`config.mk`:
```
export PLATFORM = sky130hd
export DESIGN_NAME = input_conditioner_flat
export DESIGN_NICKNAME = d
export VERILOG_FILES = /design/src/rtl/input_conditioner_if.sv /design/src/rtl/input_conditioner.sv /design/src/flat_wrapper.sv
export SDC_FILE = /design/constraint.sdc
export NUM_CORES = 1
export LEC_CHECK = 0
export ABC_AREA = 0
export CAP_MARGIN = 20
export CORE_ASPECT_RATIO = 1.2
export CORE_UTILIZATION = 48
export CTS_CLUSTER_DIAMETER = 80
export DETAILED_ROUTE_END_ITERATION = 7
export PLACE_DENSITY = 0.77
export SLEW_MARGIN = 15
export SYNTH_ARGS = -nofsm -noshare
export SYNTH_HDL_FRONTEND = slang
export SYNTH_SLANG_ARGS = --single-unit
```
`constraint.sdc`:
```
create_clock -name clk -period 2 [get_ports clk]
set_input_delay 0.4 -clock clk [delete_from_list [all_inputs] [get_ports clk]]
set_output_delay 0.4 -clock clk [all_outputs]
set_load 0.05 [all_outputs]
```
`src/rtl/input_conditioner_if.sv`:
```
// Raw button/switch inputs and their conditioned outputs, bundled for the lab FSMs.
interface input_conditioner_if;
    logic btn_raw;
    logic sw_raw;
    logic btn_level;
    logic btn_rise;
    logic btn_fall;
    logic dir;
    logic dir_change;

    // Drives the raw inputs, consumes the conditioned levels and pulses.
    modport master (
        output btn_raw,
        output sw_raw,
        input  btn_level,
        input  btn_rise,
        input  btn_fall,
        input  dir,
        input  dir_change
    );

    // The conditioner itself.
    modport slave (
        input  btn_raw,
        input  sw_raw,
        output btn_level,
        output btn_rise,
        output btn_fall,
        output dir,
        output dir_change
    );
endinterface

```
`src/rtl/input_conditioner.sv`:
```
// Two-channel input conditioner: 2-flop synchronizer plus debounce FSM per channel.
// Channel 0 is the push-button, channel 1 is the direction switch.
module input_conditioner #(
    parameter int unsigned DEBOUNCE_CYCLES = 4,
    parameter int unsigned CNT_W           = 16
) (
    input  logic                clk,
    input  logic                reset,
    input_conditioner_if.slave  bus
);

    localparam int unsigned N_CH = 2;

    localparam logic [1:0] STABLE_LO = 2'd0;
    localparam logic [1:0] WAIT_HI   = 2'd1;
    localparam logic [1:0] STABLE_HI = 2'd2;
    localparam logic [1:0] WAIT_LO   = 2'd3;

    localparam logic [CNT_W-1:0] CNT_LAST = CNT_W'(DEBOUNCE_CYCLES - 1);

    logic [N_CH-1:0]            raw_c;
    logic [N_CH-1:0]            sync1_q;
    logic [N_CH-1:0]            sync2_q;
    logic [N_CH-1:0][1:0]       state_q;
    logic [N_CH-1:0][1:0]       state_d;
    logic [N_CH-1:0][CNT_W-1:0] cnt_q;
    logic [N_CH-1:0][CNT_W-1:0] cnt_d;
    logic [N_CH-1:0]            level_q;
    logic [N_CH-1:0]            level_d;
    logic [N_CH-1:0]            rise_q;
    logic [N_CH-1:0]            rise_d;
    logic [N_CH-1:0]            fall_q;
    logic [N_CH-1:0]            fall_d;
    logic                       dir_change_q;

    assign raw_c = {bus.sw_raw, bus.btn_raw};

    // Two-flop synchronizer chain on each raw input.
    always_ff @(posedge clk or negedge reset) begin
        if (!reset) begin
            sync1_q <= '0;
            sync2_q <= '0;
        end else begin
            sync1_q <= raw_c;
            sync2_q <= sync1_q;
        end
    end

    // Debounce state, counter and registered level/pulse outputs.
    always_ff @(posedge clk or negedge reset) begin
        if (!reset) begin
            state_q      <= '0;
            cnt_q        <= '0;
            level_q      <= '0;
            rise_q       <= '0;
            fall_q       <= '0;
            dir_change_q <= 1'b0;
        end else begin
            state_q      <= state_d;
            cnt_q        <= cnt_d;
            level_q      <= level_d;
            rise_q       <= rise_d;
            fall_q       <= fall_d;
            dir_change_q <= rise_d[1] | fall_d[1];
        end
    end

    // Next-state logic: a level change is accepted only after DEBOUNCE_CYCLES agreeing samples.
    always_comb begin
        state_d = state_q;
        cnt_d   = cnt_q;
        level_d = level_q;
        rise_d  = '0;
        fall_d  = '0;
        for (int c = 0; c < int'(N_CH); c++) begin
            case (state_q[c])
                STABLE_LO: begin
                    if (sync2_q[c]) begin
                        state_d[c] = WAIT_HI;
                        cnt_d[c]   = CNT_W'(1);
                    end else begin
                        cnt_d[c]   = '0;
                    end
                end
                WAIT_HI: begin
                    if (!sync2_q[c]) begin
                        state_d[c] = STABLE_LO;
                        cnt_d[c]   = '0;
                    end else if (cnt_q[c] == CNT_LAST) begin
                        state_d[c] = STABLE_HI;
                        cnt_d[c]   = '0;
                        level_d[c] = 1'b1;
                        rise_d[c]  = 1'b1;
                    end else begin
                        cnt_d[c]   = cnt_q[c] + CNT_W'(1);
                    end
                end
                STABLE_HI: begin
                    if (!sync2_q[c]) begin
                        state_d[c] = WAIT_LO;
                        cnt_d[c]   = CNT_W'(1);
                    end else begin
                        cnt_d[c]   = '0;
                    end
                end
                WAIT_LO: begin
                    if (sync2_q[c]) begin
                        state_d[c] = STABLE_HI;
                        cnt_d[c]   = '0;
                    end else if (cnt_q[c] == CNT_LAST) begin
                        state_d[c] = STABLE_LO;
                        cnt_d[c]   = '0;
                        level_d[c] = 1'b0;
                        fall_d[c]  = 1'b1;
                    end else begin
                        cnt_d[c]   = cnt_q[c] + CNT_W'(1);
                    end
                end
                default: begin
                    state_d[c] = STABLE_LO;
                    cnt_d[c]   = '0;
                    level_d[c] = 1'b0;
                end
            endcase
        end
    end

    assign bus.btn_level  = level_q[0];
    assign bus.btn_rise   = rise_q[0];
    assign bus.btn_fall   = fall_q[0];
    assign bus.dir        = level_q[1];
    assign bus.dir_change = dir_change_q;

endmodule

```
`src/flat_wrapper.sv`:
```
// flat-port wrapper written by rule: the top's interface ports become plain ports
module input_conditioner_flat 
#(
    parameter int unsigned DEBOUNCE_CYCLES = 4,
    parameter int unsigned CNT_W           = 16
)
  (clk, reset, bus_btn_raw, bus_sw_raw, bus_btn_level, bus_btn_rise, bus_btn_fall, bus_dir, bus_dir_change);
  input_conditioner_if bus_i ();
  input  logic clk;
  input  logic reset;
  input wire logic [$bits(bus_i.btn_raw)-1:0] bus_btn_raw;
  input wire logic [$bits(bus_i.sw_raw)-1:0] bus_sw_raw;
  output wire logic [$bits(bus_i.btn_level)-1:0] bus_btn_level;
  output wire logic [$bits(bus_i.btn_rise)-1:0] bus_btn_rise;
  output wire logic [$bits(bus_i.btn_fall)-1:0] bus_btn_fall;
  output wire logic [$bits(bus_i.dir)-1:0] bus_dir;
  output wire logic [$bits(bus_i.dir_change)-1:0] bus_dir_change;
  assign bus_i.btn_raw = bus_btn_raw;
  assign bus_i.sw_raw = bus_sw_raw;
  assign bus_btn_level = bus_i.btn_level;
  assign bus_btn_rise = bus_i.btn_rise;
  assign bus_btn_fall = bus_i.btn_fall;
  assign bus_dir = bus_i.dir;
  assign bus_dir_change = bus_i.dir_change;
  input_conditioner #(.DEBOUNCE_CYCLES(DEBOUNCE_CYCLES), .CNT_W(CNT_W)) u_core (.clk(clk), .reset(reset), .bus(bus_i));
endmodule
```
==> run_results.csv <==
group,metric,value,unit
outcome,outcome,"finished clean",
placed_design,place_ws,0.375,ns
setup_path,path_max_fanout,3,
clock_network,clockRootBuffer,"clkbuf_8",
timing,final_hold_viol_count,0,
die,initial_core_util,51.4,%
global_route,grt_pass1_wl,6130,um
die,io_pins,9,
pwr,max-vdd-ir-drop,678,uV
yosys,ys_ff_latch,45,
timing,rsz0062_at_grt,"false",
yosys,synth_ff_type,"dfrtp_1",
yosys,synth_edf_count,0,
yosys,synth_common_cells,"dfrtp_1, nor2_1, xnor2_1, xor2_1, nand3_1",
timing,maxClockFrequency,532,MHz
global_route,grt_util_met1,19.9,%
die,dieWidth,62.3,um
detailed_routing,vias_per_cell,5.44,
global_route,grt_pass1_vias,1440,
pwr,p_sw,611,uW
clock_network,htree_levels,2,
pwr,pwr-share-seq,54.0,%
yosys,synth.most_common_cell,"dfrtp_1",
die,core,4070,um2
yosys,yosysWarnings,0,
global_route,grt_overflow,0,
yosys,async_flop_share,100,%
placed_design,gp_congestion,0.854,
clock_network,clock_latency,0.30,ns
detailed_routing,drtPass1Iterations,4,
clock_network,cts_tree,"yes",
setup_path,max_stage_delay,0.81,ns
yosys,netlist_area,2090,um2
clock_network,cts.path.max_buffers,2,
placed_design,placed_area,2220,um2
yosys,ys_top_cells_by_area,"dfrtp_1, xnor2_1, xor2_1, nor2_1, nand4_1",
die,num_rows,25,
global_route,gr-usage-met3,5.06,%
detailed_routing,drt_iter0_drc,104,
timing,fin_crit,1.88,ns
timing,hold_ws,0.168,ns
setup_path,critPathKind,"reg -> out",
pwr,power_density,875,nW/um2
timing,setup_violations,0,
detailed_routing,ant_nets,0,
global_route,met2_usage,30.4,%
final_layout,n_antenna_cell,0,
die,die_area,4630,um2
global_route,busiest_layer,"met2",
timing,drv_slew,0,
global_route,antenna_found_initial,0,
pwr,leakagePower,0.000921,uW
detailed_routing,wl,3410,um
timing,setup_ws,0.121,ns
die,fp.dieH,74.3,um
final_layout,layout-drive-gt1-share,8.13,%
yosys,ys_seq_area_share,53.8,%
timing,slew_headroom,63.5,%
setup_path,crit_slowest_cell,"clkdlybuf4s50_1",
setup_path,worstPathCellList,"clkdlybuf4s50_1",
pwr,total_power,2010,uW
yosys,synth_top_cell_by_area,"dfrtp_1",
setup_path,crit_path_start_kind,"flop",
placed_design,dp_hpwl,2300,um
yosys,synth_top_area_share,53.8,%
final_layout,layout.nets,216,
timing,finalCritPeriodShare,94.0,%
pwr,internal_power,1400,uW
timing,finalClockSkew,0.00663,ns
clock_network,clkTransAtPathRegs,0.08,ns
pwr,pwr-share-clk,25.6,%
final_layout,area_growth_syn_to_layout,9.87,%
clock_network,cts_resized,0,
pwr,pwr-share-comb,20.4,%
setup_path,critPathBufInv,1,
yosys,syn-num-nets,205,
global_route,grt.total_usage,17.5,%
detailed_routing,wl_per_cell,13.0,um
yosys,yosysUniqueCellTypes,33,
detailed_routing,dr_total_vias,1431,
clock_network,cts_setup_buffers,0,
setup_path,critPathRequiredTime,1.60,ns
placed_design,io_buffer_count,8,
yosys,synth_cells,199,
job,maxCapViolations,0,
clock_network,clock-sinks,45,
timing,tightest_slew,0.548,ns
setup_path,cp-end-kind,"output pin",
hold_path,hold_path_class,"in -> async",
clock_network,cts_hold_buffers,0,
global_route,grt_max_degree,46,
setup_path,arrival,1.48,ns
yosys,avgSynthCellArea,10.5,um2
final_layout,fin_area,2300,um2
setup_path,crit_family,"buffers and inverters",
detailed_routing,drc_errors,0,
pwr,p_sw_share,30.4,%
timing,setup_tns,0,ns
clock_network,cts_buffers,5,
-- sequential cells by signal (all words and copies together) (netlist names), named ones only --
| name | flops |
|---|---|
| u_core.rise_q | 1 |
| u_core.sync1_q | 2 |
| u_core.level_q | 2 |
| u_core.fall_q | 1 |
| u_core.sync2_q | 2 |
| u_core.bus.dir_change | 1 |
| u_core.cnt_q | 32 |
| u_core.state_q | 2 |
-- final timing paths --
path                              startpoint           endpoint  slack [ns]  depth (start not counted)
setup / recovery           u_core.level_q[0]      bus_btn_level        0.12                          1
hold / removal                         reset   u_core.cnt_q[18]        0.17                          2
setup reg to reg            u_core.cnt_q[22]   u_core.cnt_q[26]        0.38                          5
hold reg to reg            u_core.sync1_q[1]  u_core.sync2_q[1]        0.35                          0
max in group asynchronous              reset    u_core.cnt_q[9]        1.45                          2
min in group clk           u_core.sync1_q[1]  u_core.sync2_q[1]        0.35                          0
-- metal layers --
metal  vias up  routed length (um)
met5         -                   0
met1       685                1560
met2        25                1650
met4         0                  84
li1        713                   -
met3         8                 115
-- cells by family (layout without fill, tap and decap cells) --
logic type / after synthesis / in the layout / share of synthesized area [%]
AO/OA/AOI/OAI: 11 / 11 / 3.47
XOR/XNOR: 28 / 28 / 11.7
adder cells (fa/ha/maj): 2 / 2 / 1.20
buffers and inverters: 14 / 24 / 2.81
flip-flops: 45 / 45 / 53.8
multiplexers: 1 / 1 / 0.538
AND/OR/NAND/NOR: 98 / 98 / 26.4
-- power by group through the flow --
stage | Sequential, uW | Combinational, uW | Clock [uW]
finish | 1090 | 410 | 515
global route | 1100 | 475 | 565
floorplan | 1100 | 297 | 0
CTS | 1090 | 419 | 542
global placement | 1100 | 408 | 0
detailed placement | 1100 | 416 | 0
-- per-stage QoR --
step | instances | utilization (%)
after global routing | 263 | 56.5
after detailed placement | 257 | 54.7
after global placement | 257 | 54.7
final | 263 | 56.5
after CTS | 263 | 56.5
after floorplan | 199 | -
-- final cells by class --
type,instances,area [um2]
Multi-Input combinational cell,140,907
Timing Repair Buffer,11,97.6
Clock buffer,5,68.8
Sequential cell,45,1130
Inverter,7,26.3
Tap cell,54,67.6
Clock inverter,1,5.00
Fill cell,347,1770
-- placed cells by master, fill, tap and decap left out, types with 2 or more instances in the layout --
master,count
clkbuf_8,5
ha_1,2
a21oi_1,2
a21boi_0,3
nor4b_1,4
and2_1,2
nand4_1,11
nand2b_1,2
inv_1,7
buf_4,3
nand2_1,7
nor2_1,31
clkdlybuf4s50_1,7
dfrtp_1,45
nor4_1,8
o21ai_0,3
and4_1,5
nor3_1,7
xnor2_1,14
nand3_1,12
xor2_1,14
(Power assumes the default switching activity.)
